--- config.mk ---
export PLATFORM = sky130hd
export DESIGN_NAME = cascade_cache_reader
export DESIGN_NICKNAME = d
export VERILOG_FILES = /design/src/rtl/cascade_cache_reader.sv
export SDC_FILE = /design/constraint.sdc
export NUM_CORES = 1
export LEC_CHECK = 0
export ABC_AREA = 1
export BUFFER_PORTS_ARGS = -buffer_cell sky130_fd_sc_hd__buf_2
export CAP_MARGIN = 5
export CORE_MARGIN = 2
export CORE_UTILIZATION = 55
export CTS_CLUSTER_SIZE = 20
export DETAILED_ROUTE_END_ITERATION = 8
export GPL_TIMING_DRIVEN = 0
export PLACE_DENSITY = 0.72
export SYNTH_ARGS = -nofsm -noshare
export SYNTH_HDL_FRONTEND = slang
export SYNTH_SLANG_ARGS = --single-unit
export TNS_END_PERCENT = 10
--- constraint.sdc ---
create_clock -name clk -period 8.14 [get_ports clk]
set_input_delay 1.628 -clock clk [delete_from_list [all_inputs] [get_ports clk]]
set_output_delay 1.628 -clock clk [all_outputs]
set_load 0.005 [all_outputs]
--- src/rtl/cascade_cache_reader.sv ---
// Streams a contiguous range of cascade cache words out as valid/ready data.
// Reads are issued only while the return buffer has room, so a stalled consumer never loses a word.
module cascade_cache_reader #(
  parameter int unsigned ADDR_WIDTH = 10,
  parameter int unsigned WORD_SIZE  = 64,
  parameter int unsigned RD_LATENCY = 2,
  parameter int unsigned FIFO_DEPTH = 4
) (
  input  logic                  clk,
  input  logic                  resetn,
  input  logic                  start,
  input  logic [ADDR_WIDTH-1:0] base_addr,
  input  logic [ADDR_WIDTH:0]   length,
  output logic                  busy,
  output logic                  done,
  output logic                  re,
  output logic [ADDR_WIDTH-1:0] raddr,
  input  logic [WORD_SIZE-1:0]  rdata,
  output logic [WORD_SIZE-1:0]  data_out,
  output logic                  data_valid,
  input  logic                  data_ready
);

  localparam int unsigned CW  = ADDR_WIDTH + 1;
  localparam int unsigned PW  = (FIFO_DEPTH > 1) ? $clog2(FIFO_DEPTH) : 1;
  localparam int unsigned FCW = $clog2(FIFO_DEPTH + 1);

  if (FIFO_DEPTH < RD_LATENCY + 2) begin : g_depth_check
    $error("FIFO_DEPTH must be at least RD_LATENCY+2");
  end

  typedef enum logic [1:0] {S_IDLE, S_ISSUE, S_DRAIN, S_DONE} state_t;

  state_t                state;
  logic [ADDR_WIDTH-1:0] base_q;
  logic [CW-1:0]         len_q;
  logic [CW-1:0]         issued_q;
  logic [CW-1:0]         acc_q;
  logic [RD_LATENCY-1:0] vsr;

  logic [WORD_SIZE-1:0]  mem [FIFO_DEPTH];
  logic [PW-1:0]         rd_ptr;
  logic [PW-1:0]         wr_ptr;
  logic [FCW-1:0]        cnt;

  logic                  pop_c;
  logic                  push_c;
  logic [CW-1:0]         acc_next_c;
  logic [CW-1:0]         outstanding_c;
  logic                  credit_ok_c;
  logic [FCW-1:0]        cnt_next_c;
  logic [FCW-1:0]        remain_c;
  logic [PW-1:0]         rd_next_c;
  logic [WORD_SIZE-1:0]  head_next_c;

  function automatic logic [PW-1:0] ptr_inc(input logic [PW-1:0] p);
    return (p == PW'(FIFO_DEPTH - 1)) ? '0 : p + PW'(1);
  endfunction

  // Outstanding words (issued but not yet accepted) never exceed the buffer size.
  always_comb begin
    pop_c         = data_valid & data_ready;
    push_c        = vsr[RD_LATENCY-1];
    acc_next_c    = acc_q + CW'(pop_c);
    outstanding_c = issued_q - acc_next_c;
    credit_ok_c   = (outstanding_c < CW'(FIFO_DEPTH));
    cnt_next_c    = cnt + FCW'(push_c) - FCW'(pop_c);
    remain_c      = cnt - FCW'(pop_c);
    rd_next_c     = pop_c ? ptr_inc(rd_ptr) : rd_ptr;
    head_next_c   = (remain_c == '0) ? rdata : mem[rd_next_c];
  end

  always_ff @(posedge clk or negedge resetn) begin
    if (!resetn) begin
      state    <= S_IDLE;
      busy     <= 1'b0;
      done     <= 1'b0;
      re       <= 1'b0;
      raddr    <= '0;
      base_q   <= '0;
      len_q    <= '0;
      issued_q <= '0;
      acc_q    <= '0;
    end else begin
      done  <= 1'b0;
      re    <= 1'b0;
      acc_q <= acc_next_c;
      case (state)
        S_IDLE: begin
          if (start) begin
            base_q <= base_addr;
            len_q  <= length;
            acc_q  <= '0;
            if (length == '0) begin
              state    <= S_DONE;
              done     <= 1'b1;
              issued_q <= '0;
            end else begin
              state    <= S_ISSUE;
              busy     <= 1'b1;
              re       <= 1'b1;
              raddr    <= base_addr;
              issued_q <= CW'(1);
            end
          end
        end
        S_ISSUE: begin
          if (issued_q == len_q) begin
            state <= S_DRAIN;
          end else if (credit_ok_c) begin
            re       <= 1'b1;
            raddr    <= base_q + issued_q[ADDR_WIDTH-1:0];
            issued_q <= issued_q + CW'(1);
          end
        end
        S_DRAIN: begin
          if (acc_next_c == len_q) begin
            state <= S_DONE;
            busy  <= 1'b0;
            done  <= 1'b1;
          end
        end
        S_DONE: begin
          state <= S_IDLE;
        end
        default: begin
          state <= S_IDLE;
          busy  <= 1'b0;
        end
      endcase
    end
  end

  // Read-latency tracker: each re emerges RD_LATENCY cycles later as a buffer write.
  always_ff @(posedge clk or negedge resetn) begin
    if (!resetn) begin
      vsr <= '0;
    end else begin
      vsr[0] <= re;
      for (int i = 1; i < int'(RD_LATENCY); i++) begin
        vsr[i] <= vsr[i-1];
      end
    end
  end

  always_ff @(posedge clk) begin
    if (push_c) begin
      mem[wr_ptr] <= rdata;
    end
  end

  // Return buffer with a registered head: data_out/data_valid are loaded from the next-cycle head.
  always_ff @(posedge clk or negedge resetn) begin
    if (!resetn) begin
      rd_ptr     <= '0;
      wr_ptr     <= '0;
      cnt        <= '0;
      data_valid <= 1'b0;
      data_out   <= '0;
    end else begin
      if (push_c) begin
        wr_ptr <= ptr_inc(wr_ptr);
      end
      rd_ptr     <= rd_next_c;
      cnt        <= cnt_next_c;
      data_valid <= (cnt_next_c != '0);
      if (cnt_next_c != '0) begin
        data_out <= head_next_c;
      end
    end
  end

  always @(posedge clk) begin
    if (resetn) begin
      assert (!(push_c && !pop_c && cnt == FCW'(FIFO_DEPTH)));
    end
  end

endmodule

==> results.cfg, run 1 <==
[clock_network]
clockBufferDepth = 3
cts-hold-fix-buffers = 0
cts_tree = built
cts_root_buf = clkbuf_16
cts.sinks = 388
htree_levels = 2
cts_setup_buffers = 0
clkTransAtPathRegs_ns = 0.06
cts_resized = 0
cts-buffers-inserted = 41
insertion_delay_ns = 0.55

[drt]
vias = 12600
avgRoutedWirePerCell_um = 18.6
vias_per_cell = 5.59
ant_nets = 0
dr.first_iter.drc_count = 1268
drt_pass1_iterations = 6
wirelength_um = 41800
drc = 0

[sta]
hold_viol = 0
max_freq_mhz = 216
setup_tns_ns = 0
finalCritPeriodShare_pct = 56.8
clock_skew_ns = 0.0263
setup_viol = 0
layout_min_cycle_time_ns = 4.63
slew_headroom_pct = 34.3
worst_slack_ns = 3.51
maxSlewViolCount = 0
tightest_slew_ns = 0.986
rsz0062_at_grt = false

[critical_path]
worstPathArrival_ns = 5.01
critPathKind = input port to register
crit_path_start_kind = input port
r2r_slack_ns = 4.30
required_ns = 8.52
end_kind = register
crit_fanout = 10

[layout]
drive_gt1_share_pct = 16.7
fin_area_um2 = 19700
syn_to_final_growth_pct = 16.7
final_util_pct = 64.8
nets = 1927

[yosys]
synth_seq_cells = 388
synthArstFlopShare_pct = 34.0
ys.flop_type = edfxtp_1
syn_area_per_cell_um2 = 10.6
synth-seq-area-share_pct = 65.0
syn-instance-count = 1596
synth_top_family_by_area = simple AND/OR/NAND/NOR gates
synth-edff-count = 256
synth_nets = 1713
yosys.area_share.simple_pct = 16.0
ys_warn_count = 0
synth_xor_xnor_area_share_pct = 1.70
synth_mux_area_share_pct = 0
synthAdderAreaFrac_pct = 2.16
synth_compound_area_share_pct = 11.0
syn_area_um2 = 16900
ys_types = 39

[pwr]
p_leak_uw = 0.00804
ir_drop_v = 0.000216
p_per_area_nw_per_um2 = 351

[die]
die-area_um2 = 32100
die_y_um = 179
initial_core_util_pct = 55.5
rows = 64
ioPinCount = 167
die_width_um = 179
coreArea_um2 = 30400

[place]
dpl_cell_area_um2 = 18400
place_hpwl_um = 27000
io_buffers = 166
place_ws_ns = 2.97
routabilityCongestion = 0.883

[global_routing]
antenna_found_initial = 8
grt_pass1_vias = 12600
grt_overflow = 0
gr-usage-met3_pct = 4.09
busiest_layer = met2
met2_usage_pct = 44.7
grt_max_degree = 71
grt_pass1_wl_um = 66000
use_met1_pct = 34.5
grtUsageTotal_pct = 26.5

[status]
status = finished, final reports clean

[job]
maxCapViolCount = 0

[hold_path]
hold_class = register to register
## cell families (layout without fill, tap and decap cells)
| family | count (synthesis) | count (layout) |
|---|---|---|
| other cells | 0 | 9 |
| compound gates | 328 | 328 |
| buf+inv | 172 | 419 |
| fa+ha+maj | 28 | 28 |
| xor+xnor | 32 | 32 |
| flops | 388 | 388 |
| simple gates | 648 | 648 |
## worst max-delay path, stage by stage
cell and delay (ns):
buf_2 0.09, nand2_1 0.12, inv_1 0.13, ha_1 0.29
inv_1 0.07, ha_1 0.13, inv_1 0.05, fa_1 0.38
xnor2_1 0.19, xor2_1 0.22, or3_1 0.18, clkbuf_1 0.74
clkbuf_1 0.58, a31oi_1 0.18
## per-stage QoR
step | power, uW | hold slack [ns] | std cells
floorplan | 4180 | 0.331 | 1596
global placement | 5020 | 0.356 | 2158
detailed placement | 5100 | 0.378 | 2163
CTS | 6930 | 0.385 | 2239
global route | 7360 | 0.387 | 2242
finish | 6920 | 0.380 | 2248
## report_power, final
group / switching, uW / leakage [uW] / internal [uW]
clock: 778 / 0.000646 / 1050
combinational: 1700 / 0.00346 / 852
sequential: 161 / 0.00393 / 2380
total: 2640 / 0.00804 / 4280
## state kept, by name, summed over array words and instances, names as in the netlist, 2 cells and up
register / flops
acc_q: 11
base_q: 10
cnt: 3
data_out: 64
issued_q: 11
len_q: 11
mem: 256
raddr: 10
rd_ptr: 2
state: 2
vsr: 2
wr_ptr: 2
## layer usage
layer  share of wire, %  up-vias
met5              0.029        -
met4                3.5        2
met3                7.0      102
met2                 49      430
met1                 41     6073
li1                   -     5963
## cell usage after synthesis, drive strengths merged (9+ instances only)
master  count  share of area [%]
a31oi      64                2.4
dfrtp     132                 20
xnor2      12               0.62
nand2     334                8.0
inv        87                1.9
o22ai      67                2.5
edfxtp    256                 45
a21oi      12               0.36
clkbuf     75                1.7
nand4      18               0.67
nor3        9               0.27
nor2      239                5.5
xor2       20                1.1
nand3      34                1.1
ha         26                1.9
o21ai     179                5.5
## cell type report
type | count | area (um^2)
sequential | 388 | 11000
fill | 2398 | 10700
multi-input combinational | 1036 | 5220
clock buffer | 55 | 1130
timing repair buffer | 171 | 975
tap | 396 | 495
buffer | 85 | 358
inverter | 87 | 337
clock inverter | 21 | 193
antenna | 9 | 22.5
## layout by cell type (no fill, tap or decap), drive strengths merged, types with 9 or more instances in the layout
master  Yosys  final
a21oi      12     12
a31oi      64     64
buf         8    179
clkbuf     75    130
clkinv      0     15
dfrtp     132    132
diode       0      9
edfxtp    256    256
ha         26     26
inv        87     88
nand2     334    334
nand3      34     34
nand4      18     18
nor2      239    239
nor3        9      9
o21ai     179    179
o22ai      67     67
xnor2      12     12
xor2       20     20
## worst paths after layout
kind / start / endpoint / depth (start not counted)
max: data_ready / data_out[33] / 14
min: re / vsr[0] / 0
max reg2reg: data_valid / data_out[33] / 13
min reg2reg: re / vsr[0] / 0
max in group asynchronous: resetn / data_out[30] / 2
min in group asynchronous: resetn / vsr[0] / 1
Power figures use the tool's default switching activity.
==> run 2, diff against run 1 <==
==> constraint.sdc (replaced) <==
create_clock -name clk -period 4.4 [get_ports clk]
set_input_delay 0.88 -clock clk [delete_from_list [all_inputs] [get_ports clk]]
set_output_delay 0.88 -clock clk [all_outputs]
set_load 0.005 [all_outputs]
==> run 2 against run 1 <==
Compared with the run above: combinational power up 85%; register-to-register slack worse by 3.8 ns; routed wire length shrank 0.19%; cell area unchanged; clock skew hardly changed; non-clock buffer count unchanged; critical path type unchanged; largest power group unchanged.
==> results.cfg, run 2 (synthesis gave the netlist of run 1 again) <==
[status]
status = finished, final reports clean

[layout]
final_cell_mix = 305 x nand2_1, 256 x edfxtp_1, 232 x nor2_1, 167 x buf_2, 165 x o21ai_0
drive_gt1_share_pct = 16.7
largest_reg_flops = 256
syn_to_final_growth_pct = 16.7
n_fill_cell = 2398
nets = 1927
mostFrequentLayoutCell = nand2_1
top_register = mem
largestRegisters = mem x256, data_out x64
fin_area_um2 = 19700

[die]
die-area_um2 = 32100
coreArea_um2 = 30400
initial_core_util_pct = 55.5
die_y_um = 179
ioPinCount = 167
rows = 64
die_width_um = 179

[sta]
slew_headroom_pct = 34.6
tightest_slew_ns = 0.981
hold_viol = 0
layout_min_cycle_time_ns = 3.90
setup_viol = 0
max_freq_mhz = 257
setup_tns_ns = 0
clock_skew_ns = 0.0267
maxSlewViolCount = 0
finalCritPeriodShare_pct = 88.5
rsz0062_at_grt = false

[clock_network]
clkTransAtPathRegs_ns = 0.06
cts_resized = 0
clockBufferDepth = 3
cts.sinks = 388
cts-buffers-inserted = 41
cts-hold-fix-buffers = 0
cts_root_buf = clkbuf_16
cts_tree = built
cts_setup_buffers = 0
insertion_delay_ns = 0.55
htree_levels = 2

[place]
io_buffers = 166
routabilityCongestion = 0.883
place_hpwl_um = 27000
dpl_cell_area_um2 = 18400

[global_routing]
antenna_found_initial = 8
grt_overflow = 0
grtUsageTotal_pct = 26.5
grt_pass1_vias = 12600
grt_pass1_wl_um = 66000
grt_max_degree = 71

[critical_path]
critPathTopFamily = buffers and inverters
path_common_cell = inv_1
cp_slowest_cell = clkbuf_1
critPathKind = input port to register
critPathBufInv = 6
required_ns = 4.78
worstPathArrival_ns = 4.28
max_stage_delay_ns = 0.74
path_cells = buf_2 -> nand2_1 -> inv_1 -> ha_1 -> inv_1 -> ha_1 -> inv_1 -> fa_1 -> xnor2_1 -> xor2_1 -> or3_1 -> clkbuf_1 -> clkbuf_1 -> a31oi_1
end_kind = register
crit_fanout = 10
crit_path_start_kind = input port

[drt]
wirelength_um = 41800
highest_layer = met5
dr.first_iter.drc_count = 1280
ant_nets = 0
vias = 12600
drt_pass1_iterations = 7
vias_per_cell = 5.60
avgRoutedWirePerCell_um = 18.6
dr_wl_met3_um = 2810
wl_met2_um = 20400
wl_met1_um = 17100
drc = 0

[pwr]
ir_drop_v = 0.000399
p_leak_uw = 0.00804
p_per_area_nw_per_um2 = 648

[hold_path]
hold_class = input port to async pin

[job]
maxCapViolCount = 0
run 2: cell counts in the layout (fill, tap and decap cells not counted):
No cell type changed its count.
run 2: final cells by class:
| class | instances | area [um^2] | share of cell area [%] |
|---|---|---|---|
| Clock buffer | 55 | 1130 | 5.73 |
| Timing Repair Buffer | 171 | 975 | 4.94 |
| Tap cell | 396 | 495 | 2.51 |
| Buffer | 85 | 358 | 1.81 |
| Clock inverter | 21 | 193 | 0.977 |
| Multi-Input combinational cell | 1036 | 5220 | 26.5 |
| Antenna cell | 9 | 22.5 | 0.114 |
| Sequential cell | 388 | 11000 | 55.7 |
| Inverter | 87 | 337 | 1.71 |
run 2: stage by stage:
step	worst slack (ns)	instances	utilization, %	hold slack (ns)	power, uW
detailed placement	-0.0182	2163	60.4	0.378	9430
floorplan	1.11	1596	-	0.331	7730
CTS	0.532	2239	64.7	0.372	12800
global route	0.367	2242	64.8	0.387	13600
finish	0.505	2248	64.8	0.348	12800
global placement	0.0306	2158	59.9	0.356	9290
run 2: worst paths after layout:
path | start | depth (start not counted) | slack [ns] | endpoint
min in group clk | re | 0 | 0.38 | vsr[0]
setup reg to reg | data_valid | 13 | 0.55 | data_out[33]
hold reg to reg | re | 0 | 0.38 | vsr[0]
max in group asynchronous | resetn | 2 | 3.26 | data_out[26]
setup / recovery | data_ready | 14 | 0.50 | data_out[33]
hold / removal | resetn | 1 | 0.35 | vsr[0]
run 2: layer usage:
layer | global-route usage (%) | vias up
li1 | - | 5964
met1 | 34.5 | 6102
met2 | 44.8 | 432
met3 | 4.07 | 93
met4 | 10.2 | 2
met5 | 0 | -
run 2: where the power goes:
group          switching [uW]  internal, uW
Clock                    1440          1940
Combinational            3140          1580
Sequential                297          4400
run 2: worst reg2reg max path: stages, from the launching register on:
cell      delay, ns
dfrtp_1        0.37
nand2_1        0.14
inv_1          0.13
ha_1           0.29
inv_1          0.07
ha_1           0.13
inv_1          0.05
fa_1           0.38
xnor2_1        0.19
xor2_1         0.23
or3_1          0.18
clkbuf_1       0.74
clkbuf_1       0.60
a31oi_1        0.18
==> run 3, diff against run 2 <==
--- a/config.mk
+++ b/config.mk
@@ -9,11 +9,11 @@
 export BUFFER_PORTS_ARGS = -buffer_cell sky130_fd_sc_hd__buf_2
 export CAP_MARGIN = 5
 export CORE_MARGIN = 2
-export CORE_UTILIZATION = 55
+export CORE_UTILIZATION = 50
 export CTS_CLUSTER_SIZE = 20
 export DETAILED_ROUTE_END_ITERATION = 8
 export GPL_TIMING_DRIVEN = 0
-export PLACE_DENSITY = 0.72
+export PLACE_DENSITY = 0.66
 export SYNTH_ARGS = -nofsm -noshare
 export SYNTH_HDL_FRONTEND = slang
 export SYNTH_SLANG_ARGS = --single-unit
==> run 3 against run 2 <==
Compared with the run above: sequential cell count is the same; sequential share of layout area decreased by 0.46 points; combinational power about the same; first-iteration DRC count down 25%; global-route usage fell by 2.8 points; routed wire length decreased by 0.17%; utilization decreased by 5.4 points; via count shrank 1.6%; total power is 1.8% higher; die area is 9.8% higher.
==> results.cfg, run 3 (synthesis gave the netlist of run 1 again) <==
[layout]
final_cell_mix = 305 x nand2_1, 256 x edfxtp_1, 232 x nor2_1, 167 x buf_2, 165 x o21ai_0
largest_reg_flops = 256
largestRegisters = mem x256, data_out x64
final_cells = 2296
n_fill_cell = 2765
nets = 1927
fin_area_um2 = 19900
drive_gt1_share_pct = 16.7
syn_to_final_growth_pct = 17.7
final_util_pct = 59.5
mostFrequentLayoutCell = nand2_1
top_register = mem

[place]
placed_cells = 2215
io_buffers = 166
place_hpwl_um = 27100
dpl_cell_area_um2 = 18400
place_ws_ns = -0.137
routabilityCongestion = 0.827

[sta]
max_freq_mhz = 254
setup_viol = 0
rsz0062_at_grt = false
hold_viol = 0
maxSlewViolCount = 0
clock_skew_ns = 0.0377
tightest_slew_ns = 1.07
layout_min_cycle_time_ns = 3.93
slew_headroom_pct = 28.8
setup_tns_ns = 0
worst_slack_ns = 0.469
finalCritPeriodShare_pct = 89.3

[drt]
vias_per_cell = 5.40
ant_nets = 0
drt_pass1_iterations = 5
avgRoutedWirePerCell_um = 18.2
drc = 0
wirelength_um = 41700
dr.first_iter.drc_count = 960
vias = 12400

[clock_network]
insertion_delay_ns = 0.57
cts-buffers-inserted = 41
htree_levels = 2
clockBufferDepth = 3
cts.sinks = 388
cts_tree = built
cts-hold-fix-buffers = 0
cts_root_buf = clkbuf_16
clkTransAtPathRegs_ns = 0.05
cts_setup_buffers = 0
cts_resized = 0

[critical_path]
end_kind = register
critPathKind = input port to register
timing.rr.end = data_out[10]
crit_path_start_kind = input port
r2r_slack_ns = 0.53
path_cells = buf_2 -> nand2_1 -> inv_1 -> ha_1 -> inv_1 -> ha_1 -> inv_1 -> fa_1 -> xnor2_1 -> xor2_1 -> or3_1 -> clkbuf_1 -> buf_1 -> a31oi_1
crit_fanout = 10
startpoint = data_ready
worstReg2RegStart = data_valid
worstPathArrival_ns = 4.31
max_stage_delay_ns = 0.79
required_ns = 4.78
cp_slowest_cell = clkbuf_1
path_common_cell = inv_1
ff2ff_path_depth = 13

[global_routing]
busiest_layer = met2
antenna_found_initial = 7
grt_pass1_vias = 12200
use_met1_pct = 31.7
met2_usage_pct = 39.3
grt_pass1_wl_um = 65600
grt_max_degree = 72
grtUsageTotal_pct = 23.7
gr-usage-met3_pct = 4.47
grt_overflow = 0

[status]
status = finished, final reports clean

[die]
ioPinCount = 167
initial_core_util_pct = 50.5
die_y_um = 188
rows = 67
die_width_um = 188
coreArea_um2 = 33400
die-area_um2 = 35300

[pwr]
p_leak_uw = 0.00809
p_per_area_nw_per_um2 = 655
ir_drop_v = 0.000416

[hold_path]
hold_class = input port to async pin

[job]
maxCapViolCount = 0
[run 3: cell types whose count changed in the layout (fill, tap and decap cells not counted), sizes merged]
cell / delta
inv: -1
clkinvlp: -2
clkbuf: -5
clkinv: +2
bufinv: +5
diode: -3
[run 3: worst max path at each step]
stage,cells after the start,end
detailed placement,15,data_out[19]
global placement,14,data_out[7]
floorplan,22,issued_q[3]
CTS,15,data_out[20]
global route,14,data_out[13]
finish,14,data_out[10]
[run 3: metal layers]
metal / up-vias / wire length (um)
met4: 4 / 1060
li1: 5954 / -
met1: 5957 / 18100
met3: 76 / 2600
met2: 398 / 19900
met5: - / 23
[run 3: critical path, delay by kind of cell]
family | cells | cell delay [ns]
buf+inv | 6 | 1.74
xor+xnor | 2 | 0.43
compound gates | 1 | 0.16
simple gates | 2 | 0.29
fa+ha+maj | 3 | 0.79
[run 3: where the power goes]
part / total [uW] / switching (uW) / internal [uW]
sequential: 4690 / 291 / 4400
clock: 3640 / 1460 / 2180
combinational: 4700 / 3120 / 1580
total: 13000 / 4870 / 8150
[run 3: layout make-up]
class,instances,area (um^2),area share [%]
diodes,6,15.0,0.0755
clock buffers,50,1080,5.43
inverters,87,337,1.69
well taps,448,561,2.82
flip-flops and latches,388,11000,55.3
clock inverters,25,348,1.75
repair buffers,171,975,4.90
plain buffers,85,358,1.80
multi-input cells,1036,5220,26.3
[run 3: stage by stage]
stage	hold WS (ns)	total power [uW]
global route	0.366	13900
floorplan	0.331	7730
finish	0.344	13000
CTS	0.350	13100
detailed placement	0.338	9470
global placement	0.337	9340
